===== src/rtl/leds_racer_pkg.sv =====
// Shared definitions for the WS2812 LED line of the racer core.
// Both the line transmitter and the stream receiver import this package so
// that pulse timing, pixel layout and receiver state encoding agree.
//
// Contents:
//   T0H_CLK / T1H_CLK / BIT_PERIOD_CLK : transmit pulse timing in clk cycles
//   RESET_GAP_CLK                      : low time that latches a frame
//   BIT_THRESHOLD_DEF / MAX_HIGH_DEF   : receiver decode limits
//   PIXEL_W, GRB_FIELD_W, *_OFS        : 24-bit GRB word layout
//   rx_state_e                         : receiver state encoding
package leds_racer_pkg;

  localparam int T0H_CLK        = 20;
  localparam int T1H_CLK        = 40;
  localparam int BIT_PERIOD_CLK = 62;
  localparam int RESET_GAP_CLK  = 2500;

  localparam int BIT_THRESHOLD_DEF = 30;
  localparam int MAX_HIGH_DEF      = 100;

  localparam int GRB_FIELD_W = 8;
  localparam int PIXEL_W     = 3 * GRB_FIELD_W;
  localparam int G_OFS       = 16;
  localparam int R_OFS       = 8;
  localparam int B_OFS       = 0;

  typedef enum logic [1:0] {
    SYNC = 2'd0,
    LOW  = 2'd1,
    HIGH = 2'd2
  } rx_state_e;

endpackage


===== src/rtl/ws2812_rx_sync.sv =====
// Input conditioning for the WS2812 receiver.
// Brings the asynchronous LED line into the clk domain through two flops and
// registers the synchronized value once more so that rising and falling
// edges can be flagged for a single cycle.
//
// Ports:
//   clk   : system clock
//   rst_n : asynchronous active-low reset
//   din   : raw line, asynchronous to clk
//   din_s : synchronized line level
//   rise  : din_s went 0 -> 1 this cycle
//   fall  : din_s went 1 -> 0 this cycle
module ws2812_rx_sync (
  input  logic clk,
  input  logic rst_n,
  input  logic din,
  output logic din_s,
  output logic rise,
  output logic fall
);

  logic din_m;
  logic din_d;

  // Two-stage synchronizer followed by a delay stage used only for edge
  // detection; the line idles low so every stage resets to 0.
  always_ff @(posedge clk or negedge rst_n) begin
    if (!rst_n) begin
      din_m <= 1'b0;
      din_s <= 1'b0;
      din_d <= 1'b0;
    end else begin
      din_m <= din;
      din_s <= din_m;
      din_d <= din_s;
    end
  end

  assign rise = din_s & ~din_d;
  assign fall = ~din_s & din_d;

endmodule


===== src/rtl/ws2812_stream_rx.sv =====
// WS2812 serial stream receiver.
// Measures high-pulse widths on the LED line, decodes them into bits,
// assembles 24-bit GRB pixels (first bit received lands in bit 23) and tags
// each pixel with its position in the frame. A long low gap latches the
// frame; malformed traffic is reported on bit_error.
//
// Ports:
//   clk, rst_n     : clock, asynchronous active-low reset
//   leds_line      : raw WS2812 line
//   pixel_grb      : last decoded pixel, G[23:16] R[15:8] B[7:0]
//   pixel_index    : LED index of pixel_grb within the current frame
//   pixel_valid    : one-cycle strobe, pixel_grb/pixel_index are new
//   frame_end      : one-cycle strobe on a latch gap that followed pixels
//   bit_error      : one-cycle strobe on a protocol error
//   frame_overflow : sticky until the next latch, frame had too many pixels
module ws2812_stream_rx
  import leds_racer_pkg::*;
#(
  parameter int BIT_THRESHOLD_CLK = BIT_THRESHOLD_DEF,
  parameter int MAX_HIGH_CLK      = MAX_HIGH_DEF,
  parameter int RESET_CLK         = RESET_GAP_CLK,
  parameter int MAX_POS           = 109
) (
  input  logic                         clk,
  input  logic                         rst_n,
  input  logic                         leds_line,
  output logic [PIXEL_W-1:0]           pixel_grb,
  output logic [$clog2(MAX_POS+1)-1:0] pixel_index,
  output logic                         pixel_valid,
  output logic                         frame_end,
  output logic                         bit_error,
  output logic                         frame_overflow
);

  localparam int IDX_W  = $clog2(MAX_POS + 1);
  localparam int NXT_W  = $clog2(MAX_POS + 2);
  localparam int LOW_W  = $clog2(RESET_CLK + 1);
  localparam int HIGH_W = $clog2(MAX_HIGH_CLK + 2);

  localparam logic [LOW_W-1:0]  LOW_FULL = LOW_W'(RESET_CLK);
  localparam logic [LOW_W-1:0]  LOW_LAST = LOW_W'(RESET_CLK - 1);
  localparam logic [HIGH_W-1:0] HIGH_MAX = HIGH_W'(MAX_HIGH_CLK);
  localparam logic [HIGH_W-1:0] HIGH_ONE = HIGH_W'(BIT_THRESHOLD_CLK);
  localparam logic [NXT_W-1:0]  NXT_MAX  = NXT_W'(MAX_POS);
  localparam logic [IDX_W-1:0]  IDX_MAX  = IDX_W'(MAX_POS);
  localparam logic [4:0]        LAST_BIT = 5'(PIXEL_W - 1);

  rx_state_e            state_q;
  rx_state_e            state_d;
  logic                 din_s;
  logic                 rise;
  logic                 fall;
  logic [LOW_W-1:0]     low_cnt;
  logic [HIGH_W-1:0]    high_cnt;
  logic [4:0]           bit_cnt;
  logic [PIXEL_W-2:0]   shift_reg;
  logic [NXT_W-1:0]     next_idx;
  logic                 bit_val;
  logic                 frame_start;
  logic                 latch;
  logic                 hi_error;

  ws2812_rx_sync u_sync (
    .clk   (clk),
    .rst_n (rst_n),
    .din   (leds_line),
    .din_s (din_s),
    .rise  (rise),
    .fall  (fall)
  );

  assign bit_val = (high_cnt >= HIGH_ONE);

  // Next-state logic. Each *_LAST comparison fires on the cycle the low
  // counter steps onto RESET_CLK, so the latch happens once per gap and not
  // again while the counter sits saturated. The over-long pulse check comes
  // before the falling-edge decode so an error always wins.
  always_comb begin
    state_d     = state_q;
    frame_start = 1'b0;
    latch       = 1'b0;
    hi_error    = 1'b0;
    unique case (state_q)
      SYNC: begin
        if (!din_s && low_cnt == LOW_LAST) begin
          state_d     = LOW;
          frame_start = 1'b1;
        end
      end
      LOW: begin
        if (rise) begin
          state_d = HIGH;
        end else if (low_cnt == LOW_LAST) begin
          latch = 1'b1;
        end
      end
      HIGH: begin
        if (high_cnt > HIGH_MAX) begin
          state_d  = SYNC;
          hi_error = 1'b1;
        end else if (fall) begin
          state_d = LOW;
        end
      end
      default: state_d = SYNC;
    endcase
  end

  // Datapath and output registers. next_idx counts pixels reported in this
  // frame and stops at MAX_POS+1; pixel_index follows it one cycle late and
  // saturated, so during a pixel_valid strobe it still shows that pixel's
  // index. The 24th bit is merged straight into pixel_grb so the strobe
  // appears on the cycle after the decoded falling edge.
  always_ff @(posedge clk or negedge rst_n) begin
    if (!rst_n) begin
      state_q        <= SYNC;
      low_cnt        <= '0;
      high_cnt       <= '0;
      bit_cnt        <= '0;
      shift_reg      <= '0;
      next_idx       <= '0;
      pixel_grb      <= '0;
      pixel_index    <= '0;
      pixel_valid    <= 1'b0;
      frame_end      <= 1'b0;
      bit_error      <= 1'b0;
      frame_overflow <= 1'b0;
    end else begin
      state_q     <= state_d;
      pixel_valid <= 1'b0;
      frame_end   <= 1'b0;
      bit_error   <= 1'b0;
      pixel_index <= (next_idx > NXT_MAX) ? IDX_MAX : next_idx[IDX_W-1:0];
      unique case (state_q)
        SYNC: begin
          if (din_s) begin
            low_cnt <= '0;
          end else if (low_cnt != LOW_FULL) begin
            low_cnt <= low_cnt + 1'b1;
          end
          if (frame_start) begin
            bit_cnt     <= '0;
            next_idx    <= '0;
            pixel_index <= '0;
          end
        end
        LOW: begin
          if (rise) begin
            low_cnt  <= '0;
            high_cnt <= '0;
          end else if (low_cnt != LOW_FULL) begin
            low_cnt <= low_cnt + 1'b1;
          end
          if (latch) begin
            bit_error      <= (bit_cnt != 5'd0);
            frame_end      <= (next_idx != '0);
            bit_cnt        <= '0;
            next_idx       <= '0;
            pixel_index    <= '0;
            frame_overflow <= 1'b0;
          end
        end
        HIGH: begin
          if (hi_error) begin
            bit_error <= 1'b1;
            bit_cnt   <= '0;
            low_cnt   <= '0;
          end else if (fall) begin
            low_cnt <= '0;
            if (bit_cnt == LAST_BIT) begin
              bit_cnt <= '0;
              if (next_idx <= NXT_MAX) begin
                pixel_grb   <= {shift_reg, bit_val};
                pixel_valid <= 1'b1;
                next_idx    <= next_idx + 1'b1;
              end else begin
                frame_overflow <= 1'b1;
              end
            end else begin
              shift_reg <= {shift_reg[PIXEL_W-3:0], bit_val};
              bit_cnt   <= bit_cnt + 1'b1;
            end
          end else begin
            high_cnt <= high_cnt + 1'b1;
          end
        end
        default: ;
      endcase
    end
  end

endmodule


===== config.mk =====
export PLATFORM = sky130hd
export DESIGN_NAME = ws2812_stream_rx
export DESIGN_NICKNAME = d
export VERILOG_FILES = /design/src/rtl/leds_racer_pkg.sv /design/src/rtl/ws2812_rx_sync.sv /design/src/rtl/ws2812_stream_rx.sv
export SDC_FILE = /design/constraint.sdc
export NUM_CORES = 1
export LEC_CHECK = 0
export ABC_AREA = 1
export BUFFER_PORTS_ARGS = -buffer_cell sky130_fd_sc_hd__buf_2
export CORE_MARGIN = 5
export CORE_UTILIZATION = 30
export DETAILED_ROUTE_END_ITERATION = 10
export RECOVER_POWER = 100
export SLEW_MARGIN = 20
export SYNTH_ARGS = -nofsm -noshare
export SYNTH_HDL_FRONTEND = slang
export SYNTH_HIERARCHICAL = 1
export SYNTH_SLANG_ARGS = --single-unit

===== constraint.sdc =====
create_clock -name clk -period 4.4 [get_ports clk]
set_clock_uncertainty 0.15 [all_clocks]
set_input_delay 0.88 -clock clk [delete_from_list [all_inputs] [get_ports clk]]
set_output_delay 0.88 -clock clk [all_outputs]
set_load 0.05 [all_outputs]

==> flow_results.org <==
** Outcome
- The run finished, with violations left.
- Failing checks :: capacitance limit, slew limit

** Global routing
- Met3 track demand over resource :: 3.89%
- M2 GR Usage :: 16.0%
- Routing layer with the top usage in global route :: met2
- The initial antenna violation count was 0.
- Routing usage on met1 :: 14.0%
- Total grt overflow :: 0
- Via count of the first global-routing pass :: 3201
- The first global-routing pass estimated 15400 um of wire.
- Total routing usage reported by global routing :: 10.4%
- Pin count of the biggest net entering global routing :: 80

** Yosys
- After synthesis, the mean cell area works out to 8.85 um2.
- In the synthesized netlist the dominant register cell turns out to be sky130_fd_sc_hd__dfrtp_1.
- Number of instances in the synthesized netlist :: 538
- Yosys mapped the design onto 42 distinct sky130hd cell types.
- Async S/R FF share, synth :: 100%
- Syn Nets :: about 560
- For this run, the register share of the synthesized area comes to 49.4%.
- After synthesis the cells add up to 0.00476 mm2.
- Number of enable flip-flop cells after synthesis :: 0
- Synthesized flop and latch total :: 94
- The Yosys step of the flow raised 6 warnings.

** Route
- Detailed router's first-iteration violation count :: 251
- The final layout contains routed wiring with a total length of 8900 um.
- After detailed routing, the average wire length per cell comes to 11.2 um.
- The detail route stage leaves a number of antenna-violating nets equal to 0.
- For this run, the detailed router's first-pass iteration total came to 4.
- Via count :: 3412
- DRC violations left :: 0
- In the routed layout, each cell is associated on average with a via count of between 4 and 5.

** Cells and area
- The repair_antennas step left the layout with diodes totalling 0.
- The register with the most flip-flops in the layout has 24 of them.
- Growth of design area from synthesis to finish :: 9.35%
- The library cell used most frequently in the layout, excluding fill and tap cells, is sky130_fd_sc_hd__nand2_1.
- Cells with a size suffix above 1 make up 6.75% of the layout.
- The final layout contains 591 nets.
- Commonest non-fill, non-tap cells in the layout :: 142 x sky130_fd_sc_hd__nand2_1, 94 x sky130_fd_sc_hd__dfrtp_1, 69 x sky130_fd_sc_hd__inv_1

** Floorplan
- Measured along the y axis, the die boundary spans 136 um.
- The die covers 0.0185 mm2.
- After floorplanning, the core was sized to cover 0.0157 mm2.
- From left edge to right edge, the die measures between 100 and 150 um.
- The floorplan has 46 rows.
- During I/O placement, the number of pins put on the boundary was 38.
- Initial cell density of the core :: between 30% and 40%

** Clock network
- Clock Tree Root :: sky130_fd_sc_hd__clkbuf_16
- Buffers inserted during clock tree synthesis total 9.
- The H-tree was split into 3 levels.
- Clock latency at the later pin of the worst-skew pair :: 0.35 ns
- Clock tree synthesis found a total of 94 sinks.
- Post-CTS Hold Fix Bufs :: 0
- Post-cts gate resize count :: 0
- Post-CTS clock slew at the launch and capture registers of the worst setup and hold paths :: 0.07 ns
- In this run the post-CTS setup repair buffer count came out at 0.
- In this run the deepest clock path goes through 2 buffers.
- TritonCTS built the clock tree.

** STA
- Number of max-slew violations in the final report :: 80
- Setup violations remaining at the end of the flow were counted as 0.
- RSZ-0062 raised after global routing :: false
- The final hold violation count was 0.
- For the final routed database, the setup TNS stands at 0 ns.
- F_max :: 0.355 GHz
- Dividing the final minimum period by the clock period gives 64.0%.
- Slew @ Worst Pin :: 1.96 ns
- Hold slack final :: 0.198 ns
- Headroom to the max-slew limit :: -30.6%
- The routed design could run at a clock period as short as ~2.8 ns.

** Flow run
- Maximum Capacitance Violations :: 1

** Worst setup path
- Kind of end point of the critical path :: flop
- Sort of element at the start of the critical path :: flop
- For the worst setup path, the data required time is 4.48 ns.
- Maximum fanout encountered on the critical timing path :: 46
- The critical path starts at state_q[0]$_DFFE_PN0P_.
- For the worst setup path, the data arrival time is 2.90 ns.
- Crit Path Category :: flop to flop
- The startpoint identified for the worst register-to-register timing path is state_q[0]$_DFFE_PN0P_.

** Worst hold path
- Type of the tightest min-delay check :: flop to flop
- Startpoint of the lowest-slack hold path :: u_sync/din_m$_DFF_PN0_

** Placed design
- The count of buffers added on input and output ports is 37.
- The HPWL after detailed placement is 6070 um.
- At the end of routability-driven placement, the weighted congestion stood at 0.783.

** Pwr
- Cell Pwr Density :: 335 mW/mm2
- Leakage :: 2.36 nW
- Across the VDD grid, the largest voltage drop is between 0.2 and 0.25 mV.
synth_stat cells, drive strengths merged (2+ instances only):
| cell type | count | area share, % |
|---|---|---|
| a21oi | 7 | 1.1 |
| a31oi | 2 | 0.26 |
| buf | 11 | 2.3 |
| clkbuf | 2 | 0.18 |
| dfrtp | 94 | 49 |
| ha | 14 | 3.7 |
| inv | 72 | 5.8 |
| nand2 | 147 | 13 |
| nand3 | 21 | 2.9 |
| nand3b | 3 | 0.55 |
| nand4 | 9 | 1.3 |
| nor2 | 53 | 4.8 |
| nor3 | 7 | 0.97 |
| o21ai | 66 | 9.1 |
| o21bai | 8 | 1.3 |
| or2 | 3 | 0.39 |
| xnor2 | 3 | 0.55 |
| xor2 | 10 | 1.8 |
cell families (layout without fill, tap and decap cells):
kind of cell               after synthesis  count (layout)  share of synthesized area [%]
and+or+nand+nor                        246             246                           24.1
DFF                                     94              94                           49.4
AOI/OAI and AO/OA                       86              86                           12.2
buffers and inverters                   85             125                           8.30
adders and majority gates               14              14                           3.68
xor gates and xnor gates                13              13                           2.39
final cells by class:
cell class | count | area, um2
Fill cell | 1668 | 10500
Tap cell | 216 | 270
Clock buffer | 9 | 225
Sequential cell | 94 | 2350
Timing Repair Buffer | 38 | 145
Inverter | 72 | 275
Clock inverter | 6 | 95.1
Multi-Input combinational cell | 359 | 1840
path summary, 6_finish.rpt:
| path | end | slack, ns | cells past startpoint |
|---|---|---|---|
| max in group asynchronous | pixel_valid$_DFF_PN0_ | 1.63 | 2 |
| hold reg to reg | u_sync/din_s$_DFF_PN0_ | 0.20 | 0 |
| setup / recovery | shift_reg[21]$_DFFE_PN0P_ | 1.58 | 6 |
| setup reg to reg | shift_reg[21]$_DFFE_PN0P_ | 1.58 | 6 |
| min in group asynchronous | next_idx[3]$_DFFE_PN0P_ | 0.92 | 1 |
| hold / removal | u_sync/din_s$_DFF_PN0_ | 0.20 | 0 |
through the flow:
| stage | instance area (um2) | setup slack, ns | utilization (%) | power, mW | std cells |
|---|---|---|---|---|---|
| final | 5210 | 1.58 | 33.1 | 1.74 | 794 |
| after global routing | 5210 | 0.992 | 33.1 | 1.82 | 794 |
| after CTS | 5430 | 1.53 | 34.5 | 1.78 | 794 |
| after detailed placement | 5110 | 1.54 | 32.5 | 0.922 | 779 |
| after global placement | 5110 | 1.65 | 32.5 | 0.922 | 779 |
| after floorplan | 4760 | 2.64 | - | 0.899 | 538 |
metal layers:
layer / part of all wire (%) / vias up
met5: 0 / -
met4: 1.0 / 0
met3: 5.6 / 10
met2: 44 / 46
met1: 49 / 1575
li1: - / 1781
power by group:
group	switching, mW	internal, mW	leakage, nW
clock	0.342	0.501	0.156
sequential	0.00292	0.867	1.30
combinational	0.0252	0.00604	0.899
worst max-delay path, cell delays in order, from the launching register on:
cell and delay, ns:
sky130_fd_sc_hd__dfrtp_1 0.41, sky130_fd_sc_hd__inv_1 0.10, sky130_fd_sc_hd__ha_1 0.42, sky130_fd_sc_hd__nand2_1 0.24
sky130_fd_sc_hd__nor2_4 0.15, sky130_fd_sc_hd__nand2_1 0.75, sky130_fd_sc_hd__o21ai_0 0.46
No activity file was read; power rests on OpenSTA's default activity.
